[src/rtl/muldiv_sequencer_if.sv]
// Request/response bundle between the EX stage and the iterative mul/div unit.
interface muldiv_sequencer_if #(
    parameter int XLEN = 32
);
    logic            req_valid;
    logic            req_ready;
    logic [2:0]      req_func3;
    logic [XLEN-1:0] req_src1;
    logic [XLEN-1:0] req_src2;
    logic [4:0]      req_rd;
    logic            resp_valid;
    logic            resp_ready;
    logic [XLEN-1:0] resp_data;
    logic [4:0]      resp_rd;
    logic            busy;

    modport master (
        output req_valid, req_func3, req_src1, req_src2, req_rd, resp_ready,
        input  req_ready, resp_valid, resp_data, resp_rd, busy
    );

    modport slave (
        input  req_valid, req_func3, req_src1, req_src2, req_rd, resp_ready,
        output req_ready, resp_valid, resp_data, resp_rd, busy
    );
endinterface

[src/rtl/muldiv_sequencer.sv]
// Iterative RV32M multiply/divide unit: radix-2 shift-add multiply, restoring divide.
// Latency: 34 edges accept->resp_valid; div-by-zero/overflow take 2 edges when FAST_SPEC=1.
// Backpressure: one op in flight; req_ready only in IDLE, result held in DONE until resp_ready.
module muldiv_sequencer #(
    parameter int XLEN      = 32,
    parameter bit FAST_SPEC = 1'b1
) (
    input  logic              clk,
    input  logic              rst_n,
    input  logic              flush,
    muldiv_sequencer_if.slave io
);
    localparam int              CW      = $clog2(XLEN);
    localparam logic [XLEN-1:0] MIN_INT = {1'b1, {(XLEN-1){1'b0}}};

    typedef enum logic [1:0] {IDLE, ITER, FIX, DONE} state_t;

    state_t            state;
    logic [CW-1:0]     counter;
    logic [2:0]        func3_q;
    logic              res_neg;
    logic              special;
    logic [XLEN-1:0]   spec_val;
    logic [XLEN-1:0]   op_a;
    logic [XLEN-1:0]   op_b;
    logic [XLEN-1:0]   quo;
    logic [XLEN-1:0]   rem;
    logic [2*XLEN-1:0] prod;
    logic              resp_valid_q;
    logic [XLEN-1:0]   resp_data_q;
    logic [4:0]        resp_rd_q;

    // Request decode: operand magnitudes, result sign and the special cases
    logic            s1_signed, s2_signed, neg1, neg2;
    logic            div_zero, div_ovf, spec_now, res_neg_now;
    logic [XLEN-1:0] mag1, mag2, spec_now_val;

    always_comb begin
        s1_signed    = (io.req_func3 == 3'b001) || (io.req_func3 == 3'b010) ||
                       (io.req_func3[2] && !io.req_func3[0]);
        s2_signed    = (io.req_func3 == 3'b001) || (io.req_func3[2] && !io.req_func3[0]);
        neg1         = s1_signed && io.req_src1[XLEN-1];
        neg2         = s2_signed && io.req_src2[XLEN-1];
        mag1         = neg1 ? -io.req_src1 : io.req_src1;
        mag2         = neg2 ? -io.req_src2 : io.req_src2;
        res_neg_now  = (io.req_func3 == 3'b110) ? neg1 : (neg1 ^ neg2);
        div_zero     = io.req_func3[2] && (io.req_src2 == '0);
        div_ovf      = io.req_func3[2] && !io.req_func3[0] &&
                       (io.req_src1 == MIN_INT) && (io.req_src2 == '1);
        spec_now     = div_zero || div_ovf;
        if (div_zero) spec_now_val = io.req_func3[1] ? io.req_src1 : '1;
        else          spec_now_val = io.req_func3[1] ? '0 : MIN_INT;
    end

    // One iteration step of each datapath
    logic [XLEN:0]   mul_sum;
    logic [XLEN:0]   div_part;
    logic            div_ge;
    logic [XLEN-1:0] div_diff;

    always_comb begin
        mul_sum  = {1'b0, prod[2*XLEN-1:XLEN]} + {1'b0, op_a};
        div_part = {rem, quo[XLEN-1]};
        div_ge   = (div_part >= {1'b0, op_b});
        // When div_ge holds the true difference is below op_b, so the low bits suffice
        div_diff = div_part[XLEN-1:0] - op_b;
    end

    logic [2*XLEN-1:0] prod_fix;
    logic [XLEN-1:0]   quo_fix, rem_fix, fix_val;

    always_comb begin
        prod_fix = res_neg ? -prod : prod;
        quo_fix  = res_neg ? -quo  : quo;
        rem_fix  = res_neg ? -rem  : rem;
        case (func3_q)
            3'b000:                 fix_val = prod_fix[XLEN-1:0];
            3'b001, 3'b010, 3'b011: fix_val = prod_fix[2*XLEN-1:XLEN];
            3'b100, 3'b101:         fix_val = quo_fix;
            default:                fix_val = rem_fix;
        endcase
        if (special) fix_val = spec_val;
    end

    always_ff @(posedge clk or negedge rst_n) begin
        if (!rst_n) begin
            state        <= IDLE;
            counter      <= '0;
            func3_q      <= '0;
            res_neg      <= 1'b0;
            special      <= 1'b0;
            spec_val     <= '0;
            op_a         <= '0;
            op_b         <= '0;
            quo          <= '0;
            rem          <= '0;
            prod         <= '0;
            resp_valid_q <= 1'b0;
            resp_data_q  <= '0;
            resp_rd_q    <= '0;
        end else if (flush) begin
            state        <= IDLE;
            counter      <= '0;
            resp_valid_q <= 1'b0;
        end else begin
            case (state)
                IDLE: begin
                    if (io.req_valid) begin
                        func3_q   <= io.req_func3;
                        res_neg   <= res_neg_now;
                        special   <= spec_now;
                        spec_val  <= spec_now_val;
                        op_a      <= mag1;
                        op_b      <= mag2;
                        quo       <= mag1;
                        rem       <= '0;
                        prod      <= {{XLEN{1'b0}}, mag2};
                        resp_rd_q <= io.req_rd;
                        counter   <= '0;
                        state     <= (FAST_SPEC && spec_now) ? FIX : ITER;
                    end
                end
                ITER: begin
                    if (func3_q[2]) begin
                        rem <= div_ge ? div_diff : div_part[XLEN-1:0];
                        quo <= {quo[XLEN-2:0], div_ge};
                    end else begin
                        prod <= prod[0] ? {mul_sum, prod[XLEN-1:1]}
                                        : {1'b0, prod[2*XLEN-1:1]};
                    end
                    counter <= counter + 1'b1;
                    if (counter == CW'(XLEN - 1)) state <= FIX;
                end
                FIX: begin
                    resp_data_q  <= fix_val;
                    resp_valid_q <= 1'b1;
                    state        <= DONE;
                end
                DONE: begin
                    if (io.resp_ready) begin
                        resp_valid_q <= 1'b0;
                        state        <= IDLE;
                    end
                end
                default: state <= IDLE;
            endcase
        end
    end

    assign io.req_ready  = (state == IDLE) && !flush;
    assign io.busy       = (state != IDLE);
    assign io.resp_valid = resp_valid_q;
    assign io.resp_data  = resp_data_q;
    assign io.resp_rd    = resp_rd_q;
endmodule

[src/flat_wrapper.sv]
// flat-port wrapper written by rule: the top's interface ports become plain ports
module muldiv_sequencer_flat 
#(
    parameter int XLEN      = 32,
    parameter bit FAST_SPEC = 1'b1
)
  (clk, rst_n, flush, io_req_valid, io_req_func3, io_req_src1, io_req_src2, io_req_rd, io_resp_ready, io_req_ready, io_resp_valid, io_resp_data, io_resp_rd, io_busy);
  muldiv_sequencer_if #(.XLEN(XLEN)) io_i ();
  input  logic clk;
  input  logic rst_n;
  input  logic flush;
  input wire logic [$bits(io_i.req_valid)-1:0] io_req_valid;
  input wire logic [$bits(io_i.req_func3)-1:0] io_req_func3;
  input wire logic [$bits(io_i.req_src1)-1:0] io_req_src1;
  input wire logic [$bits(io_i.req_src2)-1:0] io_req_src2;
  input wire logic [$bits(io_i.req_rd)-1:0] io_req_rd;
  input wire logic [$bits(io_i.resp_ready)-1:0] io_resp_ready;
  output wire logic [$bits(io_i.req_ready)-1:0] io_req_ready;
  output wire logic [$bits(io_i.resp_valid)-1:0] io_resp_valid;
  output wire logic [$bits(io_i.resp_data)-1:0] io_resp_data;
  output wire logic [$bits(io_i.resp_rd)-1:0] io_resp_rd;
  output wire logic [$bits(io_i.busy)-1:0] io_busy;
  assign io_i.req_valid = io_req_valid;
  assign io_i.req_func3 = io_req_func3;
  assign io_i.req_src1 = io_req_src1;
  assign io_i.req_src2 = io_req_src2;
  assign io_i.req_rd = io_req_rd;
  assign io_i.resp_ready = io_resp_ready;
  assign io_req_ready = io_i.req_ready;
  assign io_resp_valid = io_i.resp_valid;
  assign io_resp_data = io_i.resp_data;
  assign io_resp_rd = io_i.resp_rd;
  assign io_busy = io_i.busy;
  muldiv_sequencer #(.XLEN(XLEN), .FAST_SPEC(FAST_SPEC)) u_core (.clk(clk), .rst_n(rst_n), .flush(flush), .io(io_i));
endmodule
[config.mk]
export PLATFORM = sky130hd
export DESIGN_NAME = muldiv_sequencer_flat
export DESIGN_NICKNAME = d
export VERILOG_FILES = /design/src/rtl/muldiv_sequencer_if.sv /design/src/rtl/muldiv_sequencer.sv /design/src/flat_wrapper.sv
export SDC_FILE = /design/constraint.sdc
export NUM_CORES = 1
export LEC_CHECK = 0
export BUFFER_PORTS_ARGS = -buffer_cell sky130_fd_sc_hd__buf_2
export CORE_MARGIN = 5
export CORE_UTILIZATION = 61
export DETAILED_ROUTE_END_ITERATION = 6
export PLACE_DENSITY = 0.79
export SYNTH_ARGS = -nofsm -noshare
export SYNTH_HDL_FRONTEND = slang
export SYNTH_SLANG_ARGS = --single-unit
[constraint.sdc]
create_clock -name clk -period 4.1 [get_ports clk]
set_input_delay 0.205 -clock clk [delete_from_list [all_inputs] [get_ports clk]]
set_output_delay 0.205 -clock clk [all_outputs]
set_load 0.02 [all_outputs]
**Word-level counts from Yosys, hierarchy flattened**

Cells that the tools add are included.

- Add/subtract/negate cells: 8
- Magnitude comparators: 1
- Equality and inequality tests: 20
- Multiplexer cells: 34
- Bitwise operators: 2
- Reduce and logical (&&, ||, !) cells: 29

Operators with widths:

| operator | count |
|---|---|
| 2-to-1 mux 32 bit | 13 |
| 2-to-1 mux 64 bit | 4 |
| negation 32 bit | 4 |
| case mux 32 bit (2 select lines) | 2 |
| case mux 64 bit (2 select lines) | 1 |
| case mux 32 bit (3 select lines) | 1 |
| == test 32 bit (second input constant) | 2 |
| negation 64 bit | 1 |
| adder 32 x 32 -> 33 bit | 1 |
| greater-or-equal comparator 33 x 32 -> 1 bit | 1 |
| zero test 32 bit | 1 |
| subtractor 32 bit | 1 |
| 2-to-1 mux 2 bit | 5 |
| 2-to-1 mux 5 bit | 2 |
| case mux 5 bit (2 select lines) | 1 |
| == test 3 x 2 -> 1 bit (second input constant) | 3 |
| == test 3 bit (second input constant) | 3 |
| case mux 2 bit (4 select lines) | 1 |
| AND reduction 4 bit | 2 |
| logical AND 1 bit | 7 |
| == test 3 x 1 -> 1 bit (second input constant) | 2 |
| inequality test 3 bit (second input constant) | 2 |
| AND reduction 2 bit | 3 |
| AND reduction 3 bit | 2 |
| 19 further kinds | 29 |

- Flip-flop bits (word level): 274
- Input port bits: 77
- Logic and storage cells: 108

**Depth between registers and ports, before layout**

- Depth in word-level cells: 9
- Gate-level depth with buffers: 13
- Mapped depth without buffers: 13

**Least setup slack after synthesis**

Ideal clock, no wire load.

- Path kind: reg2reg
- Start point: register u_core.rem[0]
- End point: register u_core.rem[20]
- Setup time: 0.126 ns
- Data arrival time: 3.233 ns
- Required time: 3.974 ns
- Slack: 0.741 ns
- Stages on the path, launching flop included: 13
- Path buffers: 2
- Cell sequence: dfrtp_1 > ha_1 > nor2b_1 > o21ai_0 > o21ai_0 > a211oi_1 > nor2_1 > o311ai_0 > a211o_1 > buf_2 > nand2_1 > clkbuf_1 > a221o_1

- Longest elaborated chain between the ends: 4
- Elaborated cells on any way between the ends: 5
- Those cells by class: add/sub: 1; order compare: 1; mux: 3

RTL lines:

| element | line | text |
|---|---|---|
| start: declaration | muldiv_sequencer.sv:27 | `logic [XLEN-1:0] rem;` |
| start signal: assignment | muldiv_sequencer.sv:125 | `rem <= div_ge ? div_diff : div_part[XLEN-1:0];` |
| subtractor 32 bit or greater-or-equal comparator 33 x 32 -> 1 bit (tied branches) | muldiv_sequencer.sv:66, muldiv_sequencer.sv:64 |  |
| 2-to-1 mux 32 bit (*) | muldiv_sequencer.sv:125 |  |
| 2-to-1 mux 32 bit (*) | muldiv_sequencer.sv:124 | `if (func3_q[2]) begin` |
| case mux 32 bit (2 select lines) (*) | muldiv_sequencer.sv:106 | `case (state)` |

Every way passes the cells marked *; elsewhere a longest branch is shown, timed or not. The select of a mux whose other input is x is not followed.
A chain may end at the register's enable or synchronous reset.

**Worst setup path after layout**

- Start point: register u_core.prod[12]
- End point: register u_core.resp_data_q[11], in the netlist u_core.io.resp_data[11]

- Longest elaborated chain between the ends: 4

RTL lines:

| element | line | text |
|---|---|---|
| start: declaration | muldiv_sequencer.sv:28 | `logic [2*XLEN-1:0] prod;` |
| start signal: assignment | muldiv_sequencer.sv:117 | `prod <= {{XLEN{1'b0}}, mag2};` |
| start signal: assignment | muldiv_sequencer.sv:128 | `prod <= prod[0] ? {mul_sum, prod[XLEN-1:1]}` |
| negation 64 bit | muldiv_sequencer.sv:73 | `prod_fix = res_neg ? -prod : prod;` |
| 2-to-1 mux 64 bit | muldiv_sequencer.sv:73 |  |
| case mux 32 bit (3 select lines) | muldiv_sequencer.sv:76 | `case (func3_q)` |
| 2-to-1 mux 32 bit | muldiv_sequencer.sv:82 | `if (special) fix_val = spec_val;` |
| end signal: assignment | muldiv_sequencer.sv:135 | `resp_data_q <= fix_val;` |
| end: declaration | muldiv_sequencer.sv:30 | `logic [XLEN-1:0] resp_data_q;` |

No other way between the ends.

==> metrics <==
synth cell count leaders=365 x nand2_1, 296 x o21ai_0, 274 x dfrtp_1; register area=6860 um2; final net count=2797; failing checks=DRC; maxcap violations=0; CTS H-tree lvls=1; first-pass GRT wire length=118800 um; post-route ant nets=0; PortBufs=116; most common cell in the netlist=nand2_1; cell taking the most area after synthesis=dfrtp_1; die area=37030 um2; Post-Syn Nets=2707; Power Density=744.7 nW/um2; CTS Buffer Depth=3; CP max FO=6; Required @ worst endpoint=4.55 ns; drt first pass iters=7; share of the synthesized area in the top cell type=33.78%; Slew @ Worst Pin=1.215 ns; largest net degree at the start of global routing=100; share of layout cells above drive strength 1=10.54%; Syn-to-layout area delta=12.84%; final setup vio count=0; RePlAce Congestion=1.079; Die Span Y=192.4 um; status=finished with violations; Worst Hold Class=input pin to flop; Initial DRC Count=2750; post-route cell area=22910 um2; Root Buffer=clkbuf_16; DR WL/cell=24.87 um; Async SR Flop Fraction=100.0%; Hold WS=0.01291 ns; CTS tree=yes; row count=66; clk_skew=0.02182 ns; Mapped Area=20300 um2; Core ar.=32700 um2; dpl hpwl=57430 um; Lkg Pwr=10.04 nW; FF+latch count, synth=274; worst skew pair latency=0.61 ns; sequential area share after synthesis=33.78%; Post-CTS Resized=0; Synth area leaders=dfrtp_1 34%, o21ai_0 7.3%, nand2_1 6.7%, xnor2_1 5.7%, a21oi_1 5.1%; total wire length=77310 um; post-synth cell types=78; Max-slew headroom=16.88%; global route overflow=0; initial core utilization=62.08%; Avg Cell Area, Syn=7.955 um2; area of the multi-input gates=12530 um2; Post-Syn Instances=2552; Final Max Slew Viols=0; Top FF cell, synth=dfrtp_1; Total Neg Setup Slack=0 ns; initial antenna violation count=3; Worst setup EP type=flop; CTS clk-pin slew, worst paths=0.06 ns; Tcrit/Tclk final=96.71%; I/O Pins=117; Layout fillers=2634; DR vias/cell=6.780; RSZ-0062 raised after global routing=no; Remaining DRCs=3; synth warn=0; fmax=252.2 MHz; Startpoint Class=flop; worst IR drop on VDD=0.0005432 V; total track usage=41.40%; n_diodes=0; Final Critical Period=3.965 ns; TritonCTS Sinks=274; EDFF count, synth=0; vias in the first global route=20088; clock buffer count from CTS=31; final core occ=70.05%; Worst Path Arrival=4.41 ns; total number of vias=21080; Final Hold Viols=0; placement-stage cell area=21370 um2; die width=192.4 um; critical path type=flop to flop
power breakdown:
part / internal [mW] / leakage [nW] / switching [mW]
Combinational: 3.20 / 5.96 / 5.85
Sequential: 3.63 / 3.56 / 1.39
Clock: 1.72 / 0.522 / 1.26
Total: 8.56 / 10.0 / 8.50
timing repair:
item,4_1_cts,5_1_grt
buffers inserted,0,0
hold buffers,46,0
endpoints found under the setup margin,0,0
hold endpoints to repair,147,0
cells by family after synthesis:
kind of cell,share of synthesized area [%]
buf+inv,4.684
compound gates,24.89
mux,1.892
simple gates,20.38
xor+xnor,9.492
flops,33.78
fa+ha+maj,4.881
cells in the final DEF, fill, tap and decap left out, types with 27 or more instances in the layout:
master,instances
nand3_1,32
buf_4,57
clkbuf_16,31
a21o_1,28
ha_1,75
nor3_1,55
inv_1,83
xnor2_1,132
o21ai_0,296
xor2_1,88
o211ai_1,29
nor2b_1,46
or3_1,27
nand2_1,364
nor2_1,174
a21oi_1,208
dlygate4sd3_1,46
buf_2,115
o31ai_1,79
dfrtp_1,273
worst max-delay path: stages (launching register included):
cell and delay, ns:
dfrtp_1 0.43, or3_4 0.44, or4_4 0.47, or3_4 0.45, or2_1 0.29, o41ai_1 0.32, xnor2_1 0.19, a2111oi_0 1.09
nor2_1 0.12
sequential cells by signal, indices dropped and copies added, names as in the netlist, 2 cells and up:
| signal | cells |
|---|---|
| u_core.prod | 64 |
| u_core.io.resp_rd | 5 |
| u_core.counter | 5 |
| u_core.quo | 32 |
| u_core.op_b | 32 |
| u_core.op_a | 32 |
| u_core.state | 2 |
| u_core.func3_q | 3 |
| u_core.rem | 32 |
| u_core.io.resp_data | 32 |
| u_core.spec_val | 32 |
cell type report:
class / instances / area share (%)
clock inverters: 20 / 1.043
repair buffers: 223 / 6.805
multi-input cells: 2026 / 54.71
clock buffers: 38 / 3.676
flip-flops and latches: 274 / 29.95
well taps: 442 / 2.414
inverters: 86 / 1.409
final timing paths:
| kind | start | to | slack, ns | cells after the start |
|---|---|---|---|---|
| worst max-delay path | u_core.prod[12]$_DFFE_PN0P_ | u_core.io.resp_data[11]$_DFFE_PN0P_ | 0.13 | 8 |
| worst min-delay path | io_req_src2[11] | u_core.op_b[11]$_DFFE_PN0P_ | 0.01 | 3 |
| worst max register to register | u_core.prod[12]$_DFFE_PN0P_ | u_core.io.resp_data[11]$_DFFE_PN0P_ | 0.13 | 8 |
| worst min register to register | u_core.spec_val[30]$_DFFE_PN0P_ | u_core.spec_val[30]$_DFFE_PN0P_ | 0.47 | 2 |
| max in group asynchronous | rst_n | u_core.op_b[7]$_DFFE_PN0P_ | 2.75 | 3 |
| min in group asynchronous | rst_n | u_core.rem[22]$_DFFE_PN0P_ | 0.25 | 2 |
stage by stage:
stage               total power [mW]  std cells  setup slack [ns]
floorplan                      10.52       2552            0.7408
global placement               13.39       3005            0.1479
detailed placement             13.60       3005            0.2024
CTS                            16.68       3109            0.2078
global route                   17.97       3109            0.1499
finish                         17.06       3109            0.1349
per-layer routing:
metal / routed length [um] / global-route usage [%]
met4: 2987 / 12.64
met5: 0 / 0
met1: 31220 / 57.80
met3: 10340 / 13.01
met2: 32770 / 61.91
(Power assumes the default switching activity.)
